==> config.mk <==
export PLATFORM = sky130hd
export DESIGN_NAME = aes_stream_ctrl
export DESIGN_NICKNAME = d
export VERILOG_FILES = /design/src/rtl/aes_defs.sv /design/src/rtl/aes_out_fifo.sv /design/src/rtl/aes_stream_ctrl.sv
export SDC_FILE = /design/constraint.sdc
export NUM_CORES = 1
export LEC_CHECK = 0
export CORE_AREA = 2 2 299 301
export DETAILED_ROUTE_END_ITERATION = 8
export DIE_AREA = 0 0 301 303
export PLACE_DENSITY = 0.55
export RECOVER_POWER = 25
export SYNTH_ARGS = -nofsm -noshare
export SYNTH_HDL_FRONTEND = slang
export SYNTH_SLANG_ARGS = --single-unit
==> constraint.sdc <==
create_clock -name clk -period 10.1 [get_ports clk]
set_input_delay 1.515 -clock clk [delete_from_list [all_inputs] [get_ports clk]]
set_output_delay 1.515 -clock clk [all_outputs]
set_load 0.01 [all_outputs]
==> src/rtl/aes_defs.sv <==
// Shared constants and state encoding for the AES round core and its stream wrapper.
package aes_defs;

  localparam int DATA_SIZE        = 128;
  localparam int KEY_SIZE         = 128;
  localparam int NO_OF_ROUNDS     = 10;
  localparam int CORE_LATENCY_DEF = NO_OF_ROUNDS + 1;

  typedef enum logic [1:0] {
    IDLE = 2'd0,
    LOAD = 2'd1,
    RUN  = 2'd2
  } state_e;

endpackage

==> src/rtl/aes_out_fifo.sv <==
// First-word-fall-through result FIFO with occupancy count; head is held steady until popped.
module aes_out_fifo #(
  parameter  int WIDTH = 129,
  parameter  int DEPTH = 2,
  localparam int PTR_W = (DEPTH > 1) ? $clog2(DEPTH) : 1,
  localparam int CNT_W = $clog2(DEPTH + 1)
) (
  input  logic             clk_i,
  input  logic             rst_ni,
  input  logic             push_i,
  input  logic [WIDTH-1:0] push_dat_i,
  input  logic             pop_i,
  output logic             vld_o,
  output logic [WIDTH-1:0] dat_o,
  output logic [CNT_W-1:0] cnt_o
);

  logic [WIDTH-1:0] mem_q [DEPTH];
  logic [PTR_W-1:0] wr_ptr_q, wr_ptr_d;
  logic [PTR_W-1:0] rd_ptr_q, rd_ptr_d;
  logic [CNT_W-1:0] cnt_q, cnt_d;
  logic             push_ok, pop_ok;

  function automatic logic [PTR_W-1:0] ptr_inc(input logic [PTR_W-1:0] p);
    return (p == PTR_W'(DEPTH - 1)) ? '0 : p + 1'b1;
  endfunction

  assign push_ok = push_i && (cnt_q != CNT_W'(DEPTH));
  assign pop_ok  = pop_i && (cnt_q != '0);

  always_comb begin
    wr_ptr_d = wr_ptr_q;
    rd_ptr_d = rd_ptr_q;
    cnt_d    = cnt_q;
    if (push_ok) wr_ptr_d = ptr_inc(wr_ptr_q);
    if (pop_ok)  rd_ptr_d = ptr_inc(rd_ptr_q);
    if (push_ok && !pop_ok)      cnt_d = cnt_q + 1'b1;
    else if (pop_ok && !push_ok) cnt_d = cnt_q - 1'b1;
  end

  always_ff @(posedge clk_i or negedge rst_ni) begin
    if (!rst_ni) begin
      wr_ptr_q <= '0;
      rd_ptr_q <= '0;
      cnt_q    <= '0;
    end else begin
      wr_ptr_q <= wr_ptr_d;
      rd_ptr_q <= rd_ptr_d;
      cnt_q    <= cnt_d;
    end
  end

  // Storage needs no reset: nothing is visible until the count says so.
  always_ff @(posedge clk_i) begin
    if (push_ok) mem_q[wr_ptr_q] <= push_dat_i;
  end

  assign vld_o = (cnt_q != '0);
  assign dat_o = mem_q[rd_ptr_q];
  assign cnt_o = cnt_q;

endmodule

==> src/rtl/aes_stream_ctrl.sv <==
// Valid/ready stream wrapper around the free-running AES round core; one block in flight at a time.
// Optional AES_STREAM_BLOCK_CNT_EN adds a pushed-block counter (blk_cnt) with synchronous clear.
module aes_stream_ctrl
  import aes_defs::*;
#(
  parameter int DATA_W       = DATA_SIZE,
  parameter int KEY_W        = KEY_SIZE,
  parameter int CORE_LATENCY = CORE_LATENCY_DEF,
  parameter int OUT_DEPTH    = 2
) (
  input  logic              clk,
  input  logic              reset,
  input  logic              in_valid,
  output logic              in_ready,
  input  logic [DATA_W-1:0] in_text,
  input  logic [KEY_W-1:0]  in_key,
  input  logic              in_encrypt,
  output logic              core_reset,
  output logic [DATA_W-1:0] core_text_in,
  output logic [KEY_W-1:0]  core_key,
  output logic              core_encrypt,
  input  logic [DATA_W-1:0] core_text_out,
  output logic              out_valid,
  input  logic              out_ready,
  output logic [DATA_W-1:0] out_text,
  output logic              out_encrypt
`ifdef AES_STREAM_BLOCK_CNT_EN
  ,
  input  logic              blk_cnt_clr,
  output logic [31:0]       blk_cnt
`endif
);

  localparam int RC_W  = $clog2(CORE_LATENCY + 1);
  localparam int CNT_W = $clog2(OUT_DEPTH + 1);

  state_e            state_q, state_d;
  logic [RC_W-1:0]   rc_q, rc_d;
  logic [DATA_W-1:0] text_q;
  logic [KEY_W-1:0]  key_q;
  logic              enc_q;
  logic [CNT_W-1:0]  fifo_cnt;
  logic [DATA_W:0]   fifo_head;
  logic              slot_free, accept, push, pop;

  // Only one block is ever in flight, so a free FIFO slot at accept time is its credit.
  assign slot_free = int'(fifo_cnt) < OUT_DEPTH;
  assign in_ready  = reset && (state_q == IDLE) && slot_free;
  assign accept    = in_valid && in_ready;

  always_comb begin
    state_d = state_q;
    rc_d    = rc_q;
    push    = 1'b0;
    case (state_q)
      IDLE: if (accept) state_d = LOAD;
      LOAD: begin
        rc_d    = '0;
        state_d = RUN;
      end
      RUN: begin
        rc_d = rc_q + 1'b1;
        if (rc_q == RC_W'(CORE_LATENCY - 1)) begin
          push    = 1'b1;
          state_d = IDLE;
        end
      end
      default: state_d = IDLE;
    endcase
  end

  always_ff @(posedge clk or negedge reset) begin
    if (!reset) begin
      state_q <= IDLE;
      rc_q    <= '0;
      text_q  <= '0;
      key_q   <= '0;
      enc_q   <= 1'b0;
    end else begin
      state_q <= state_d;
      rc_q    <= rc_d;
      if (accept) begin
        text_q <= in_text;
        key_q  <= in_key;
        enc_q  <= in_encrypt;
      end
    end
  end

  assign core_reset   = !reset || (state_q == LOAD);
  assign core_text_in = text_q;
  assign core_key     = key_q;
  assign core_encrypt = enc_q;

  assign pop = out_valid && out_ready;

  aes_out_fifo #(
    .WIDTH (DATA_W + 1),
    .DEPTH (OUT_DEPTH)
  ) u_out_fifo (
    .clk_i      (clk),
    .rst_ni     (reset),
    .push_i     (push),
    .push_dat_i ({enc_q, core_text_out}),
    .pop_i      (pop),
    .vld_o      (out_valid),
    .dat_o      (fifo_head),
    .cnt_o      (fifo_cnt)
  );

  assign out_encrypt = fifo_head[DATA_W];
  assign out_text    = fifo_head[DATA_W-1:0];

`ifdef AES_STREAM_BLOCK_CNT_EN
  logic [31:0] blk_cnt_q;

  always_ff @(posedge clk or negedge reset) begin
    if (!reset)          blk_cnt_q <= '0;
    else if (blk_cnt_clr) blk_cnt_q <= '0;
    else if (push)        blk_cnt_q <= blk_cnt_q + 32'd1;
  end

  assign blk_cnt = blk_cnt_q;
`endif

endmodule
# [Word level (Yosys, flattened, before mapping)]
# Memory sizes are Yosys's and may differ from the RTL's.
# Index checks and enable logic that the tools add are counted.
[word_totals] regBits=267 mem_bits_rw=258 input_bits=389 out_inout_bits=389 n_memories=1
[mem_list] name="u_out_fifo.mem_q" words=2 width=129 rd=1 rd_ports_with_merged_regs=0 write_ports=1 line_no="aes_out_fifo.sv:18" text="logic [WIDTH-1:0] mem_q [DEPTH];"
[classes] add_sub_neg=5 order_cmp=1 eq_ne=6 n_mux=12 reduce_logical=17
[op_table] operator="$logic_and 1x1->1" count=8
[op_table] operator="$mux 2" count=4
[op_table] operator="$pmux 4 s2" count=1
[op_table] operator="$mux 1" count=6
[op_table] operator="$ne 2x2->1 const B" count=3
[op_table] operator="$pmux 2 s3" count=1
[op_table] operator="$reduce_bool 2->1" count=3
[op_table] operator="$add 4x1->4 const B" count=1
[op_table] operator="$eq 4x4->1 const B" count=1
[op_table] operator="$logic_not 1->1" count=3
[op_table] operator="$add 1x1->1 const B" count=2
[op_table] operator="$add 2x1->2 const B" count=1
[op_table] operator="$eq 2x1->1 const B" count=1
[op_table] operator="$eq 2x2->1 const B" count=1
[op_table] operator="$logic_not 2->1" count=1
[op_table] operator="$lt 2x2->1 const B" count=1
[op_table] operator="$reduce_and 2->1" count=1
[op_table] operator="$sub 2x1->2 const B" count=1
[op_table] operator="$logic_or 1x1->1" count=1

# [Depth between registers and ports, before layout]
[logic_depth] ltp_word=8 depth_mapped=8 depth_no_buf=8

# [Cells and area by module]
# A second synthesis with hierarchy kept.
[hier_totals] cells_unflattened=1003 hier_area_um2=19553.8
[modules_own_cells] mod="aes_stream_ctrl" instances=1 cells_per_inst=583 area_each_um2=10024.6
[modules_own_cells] mod="aes_out_fifo" instances=1 cells_per_inst=420 area_each_um2=9529.1

# [Worst setup path before layout]
# Ideal clock, no wire load.
[synth_path] path_kind="reg-to-reg" startpoint="register state_q[0]" endpoint="memory u_out_fifo.mem_q[0][0] (enable)" arrival_ns=6.826 t_required_ns=9.466 setup_slack_ns=2.640 stages_incl_launch_ff=6 path_buffers=1 synth_period_minus_slack_ns=7.460 cell_sequence="dfrtp_1 -> inv_1 -> ha_1 -> clkbuf_1 -> nor3b_2 -> nor2b_1"
[synth_between] elab_chain_len=5
[synth_lines] element="start: declaration" line_no="aes_stream_ctrl.sv:37" text="state_e state_q, state_d;"
[synth_lines] element="start signal: assignment" line_no="aes_stream_ctrl.sv:80" text="state_q <= state_d;"
[synth_lines] element="$eq 2x2->1" line_no="aes_stream_ctrl.sv:55" text="case (state_q)"
[synth_lines] element="$mux 1" line_no="aes_stream_ctrl.sv:55"
[synth_lines] element="$logic_and 1x1->1" line_no="aes_out_fifo.sv:28" text="assign push_ok = push_i && (cnt_q != CNT_W'(DEPTH));"
[synth_lines] element="named net u_out_fifo.push_ok" line_no="aes_out_fifo.sv:22" text="logic push_ok, pop_ok;"
[synth_lines] element="$mux 1" line_no="aes_out_fifo.sv:55" text="if (push_ok) mem_q[wr_ptr_q] <= push_dat_i;"
[synth_lines] element="$mux 1 (not written as such)" line_no="aes_out_fifo.sv:55"
[synth_lines] element="end: declaration" line_no="aes_out_fifo.sv:18"
# The timed path passes the listed nets, and every way through them passes these cells.

# [Worst setup path after layout]
[layout_path] startpoint="register u_out_fifo.rd_ptr_q" endpoint="output port out_text[49]"
[layout_between] elab_chain_len=1
[layout_lines] element="start: declaration" line_no="aes_out_fifo.sv:20" text="logic [PTR_W-1:0] rd_ptr_q, rd_ptr_d;"
[layout_lines] element="start signal: assignment" line_no="aes_out_fifo.sv:48" text="rd_ptr_q <= rd_ptr_d;"
[layout_lines] element="$mem_v2 2x129"
[layout_lines] element="end: declaration" line_no="aes_stream_ctrl.sv:25" text="output logic [DATA_W-1:0] out_text,"
# No other way between the ends.

==> impl_metrics.yaml <==
setup_path:
  critical-path-max-stage-delay_ps: 990
  crit_chain: "buf_4, mux2_2, clkdlybuf4s50_1"
  arrival_ps: 3530
  crit_family: "buffers and inverters"
  crit_type: "flop to primary output"
  worst-path-max-fanout: 72
  end_kind: "primary output"
  crit_buf_inv: 2
  cp-start-kind: "flop"
  cp_slowest_cell: "dfrtp_4"
  worstPathRequired_ps: 8590
sta:
  slew_headroom_pct: -103.4
  setup_viol: 0
  min_period_ps: 5044
  timing.fmax_ghz: 0.1983
  hold_viol: 0
  setup_tns_ps: 0
  fin_skew_ps: 17.24
  hold_slack_ps: 494.8
  worst_pin_slew_ps: 3051
  report.final.slew_viol_count: 53
  fin_crit_sh_pct: 49.94
  rsz0062_at_grt: "no"
power:
  power.density_nw_per_um2: 272.3
  leakagePower_nw: 11.31
  peakVddDrop_uv: 163.8
synthesis:
  synth_mux_area_share_pct: 22.37
  yosysTopAreaCellShare_pct: 39.77
  syn_nets: 1394
  ys.flop_type: "dfrtp_1"
  synth_cell_types: 29
  synth_area_um2: 19480
  yosysMostFrequentCell: "mux2_2"
  synth_area_leader_cell: "edfxtp_1"
  synthSimpleGateAreaFrac_pct: 0.6872
  synth_seq_cells: 525
  synth_area_leaders: "edfxtp_1, dfrtp_1, mux2_2"
  synthCells: 999
  synth_top_family_by_area: "multiplexers"
  synth-compound-area-share_pct: 0.2954
  synthXorXnorAreaFrac_pct: 0.2248
  synth-adder-area-share_pct: 0.3853
  ys_seq_area_share_pct: 74.06
  synth_edf_count: 258
  synth_common_cells: "mux2_2, dfrtp_1, edfxtp_1"
  postSynthAreaPerCell_um2: 19.50
  synthArstFlopShare_pct: 50.86
  yosysWarnings: 0
clock_tree:
  cts_tree: "done"
  numCtsBuffers: 59
  root_buffer: "clkbuf_16"
  cts_hold_repair.buffers: 0
  cts_buffer_depth: 3
  h-tree-depth: 2
  clock_sinks: 525
  post-cts-setup-buffer-count: 0
  cts_resized: 0
  cts.clk_slew.worst_paths_ps: 60
  clkLatencyLatePin_ps: 620
floorplan:
  fp.dieH_um: 303
  die_x_um: 301
  die-area_um2: 91200
  core.rowCount: 109
  initial_core_util_pct: 22.15
  core_area_um2: 87970
  io-pin-count: 778
finish:
  final_core_util_pct: 34.51
  design_area_um2: 30360
  layout-drive-gt1-share_pct: 26.30
  area_growth_pct: 55.83
  nets: 2198
detailed_routing:
  drc_errors: 0
  dr.pass1.iters: 4
  drtIter0Drc: 374
  vias: 12024
  totalWireLength_um: 64980
  ant_nets: 0
  drt-vias-per-instance: 3.957
  wl_per_cell_um: 21.38
run_status:
  violations: "capacitance limit, slew limit"
  status: "complete, but fails checks"
global_routing:
  antenna_found_initial: 41
  grt_pass1_vias: 13249
  grt_usage_pct: 13.61
  grt_pass1_wl_um: 90790
  grt_max_degree: 144
  overflow: 0
placed_design:
  gp_congestion: 0.8200
  place_area_um2: 28450
  port-buffer-count: 777
  dp_hpwl_um: 48050
min_path:
  holdCritPathClass: "flop to flop"
flow_run:
  drv_cap: 1
-- stage by stage --
stage | total power [W] | setup WS, ps | std cells
6_report | 0.008267 | 5056 | 3039
2_1_floorplan | 0.004360 | 2640 | 999
5_1_grt | 0.008695 | 4837 | 3028
3_3_place_gp | 0.006273 | 4914 | 2907
3_5_place_dp | 0.006284 | 4877 | 2907
4_1_cts | 0.008431 | 4924 | 3017
-- kinds of logic (layout without fill, tap and decap cells) --
family / Yosys count / count (layout)
multiplexers: 387 / 387
AND/OR/NAND/NOR: 18 / 18
flip-flops: 525 / 525
adder cells (fa/ha/maj): 6 / 6
AO/OA/AOI/OAI: 9 / 9
XOR/XNOR: 5 / 5
other: 0 / 22
buffers and inverters: 49 / 902
-- path summary, 6_finish.rpt --
check / endpoint / start / slack (ps) / cells past startpoint
max: out_text[49] / u_out_fifo.rd_ptr_q / 5060 / 3
min: u_out_fifo.mem_q[1][128] / core_encrypt / 490 / 0
max reg2reg: core_key[114] / state_q[1] / 6230 / 6
min reg2reg: u_out_fifo.mem_q[1][128] / core_encrypt / 490 / 0
max in group asynchronous: core_text_in[45] / reset / 5790 / 2
min in group asynchronous: core_key[60] / reset / 870 / 1
-- power breakdown --
| group | switching, W | internal, W | leakage [nW] |
|---|---|---|---|
| registers | 0.000366 | 0.00279 | 5.50 |
| logic | 0.00119 | 0.00186 | 4.89 |
| clock network | 0.000867 | 0.00119 | 0.918 |
-- cell usage in the layout, fill, tap and decap left out, types with 5 or more instances in the layout --
master / count
clkdlybuf4s50_1: 647
mux2_2: 387
dfrtp_1: 266
edfxtp_1: 258
dlygate4sd3_1: 129
clkbuf_16: 59
diode_2: 22
clkbuf_1: 14
clkinv_1: 11
clkbuf_8: 10
clkinv_2: 9
buf_4: 7
inv_1: 6
ha_1: 6
inv_6: 5
-- metal layers --
| layer | vias up | GRT usage [%] | share of wire (%) | routed length [um] |
|---|---|---|---|---|
| met2 | 578 | 23.07 | 49 | 31980 |
| met5 | - | 0 | 0.11 | 71 |
| met1 | 5962 | 14.42 | 35 | 22820 |
| li1 | 5355 | - | - | - |
| met4 | 12 | 3.933 | 2.3 | 1486 |
| met3 | 117 | 7.719 | 13 | 8622 |
-- state kept, by name (all words and copies together), names as in the netlist --
signal,cells
rc_q,4
state_q,2
u_out_fifo.rd_ptr_q,1
u_out_fifo.mem_q,258
u_out_fifo.wr_ptr_q,1
u_out_fifo.cnt_o,2
core_key,128
core_encrypt,1
core_text_in,128
-- worst reg2reg max path: cells and delay by family (launching register included) --
family / cells / cell delay (ps)
buf+inv: 3 / 2010
simple gates: 1 / 630
mux: 1 / 480
flops: 1 / 370
fa+ha+maj: 1 / 270
-- final cells by class --
class | instances | area (um^2)
Clock buffer | 82 | 1663
Antenna cell | 22 | 55.05
Sequential cell | 525 | 14430
Timing Repair Buffer | 786 | 7859
Inverter | 6 | 22.52
Clock inverter | 28 | 197.7
Tap cell | 1165 | 1458
Fill cell | 8411 | 57610
Multi-Input combinational cell | 425 | 4673
Note: power is estimated with default switching activity, not from simulation.
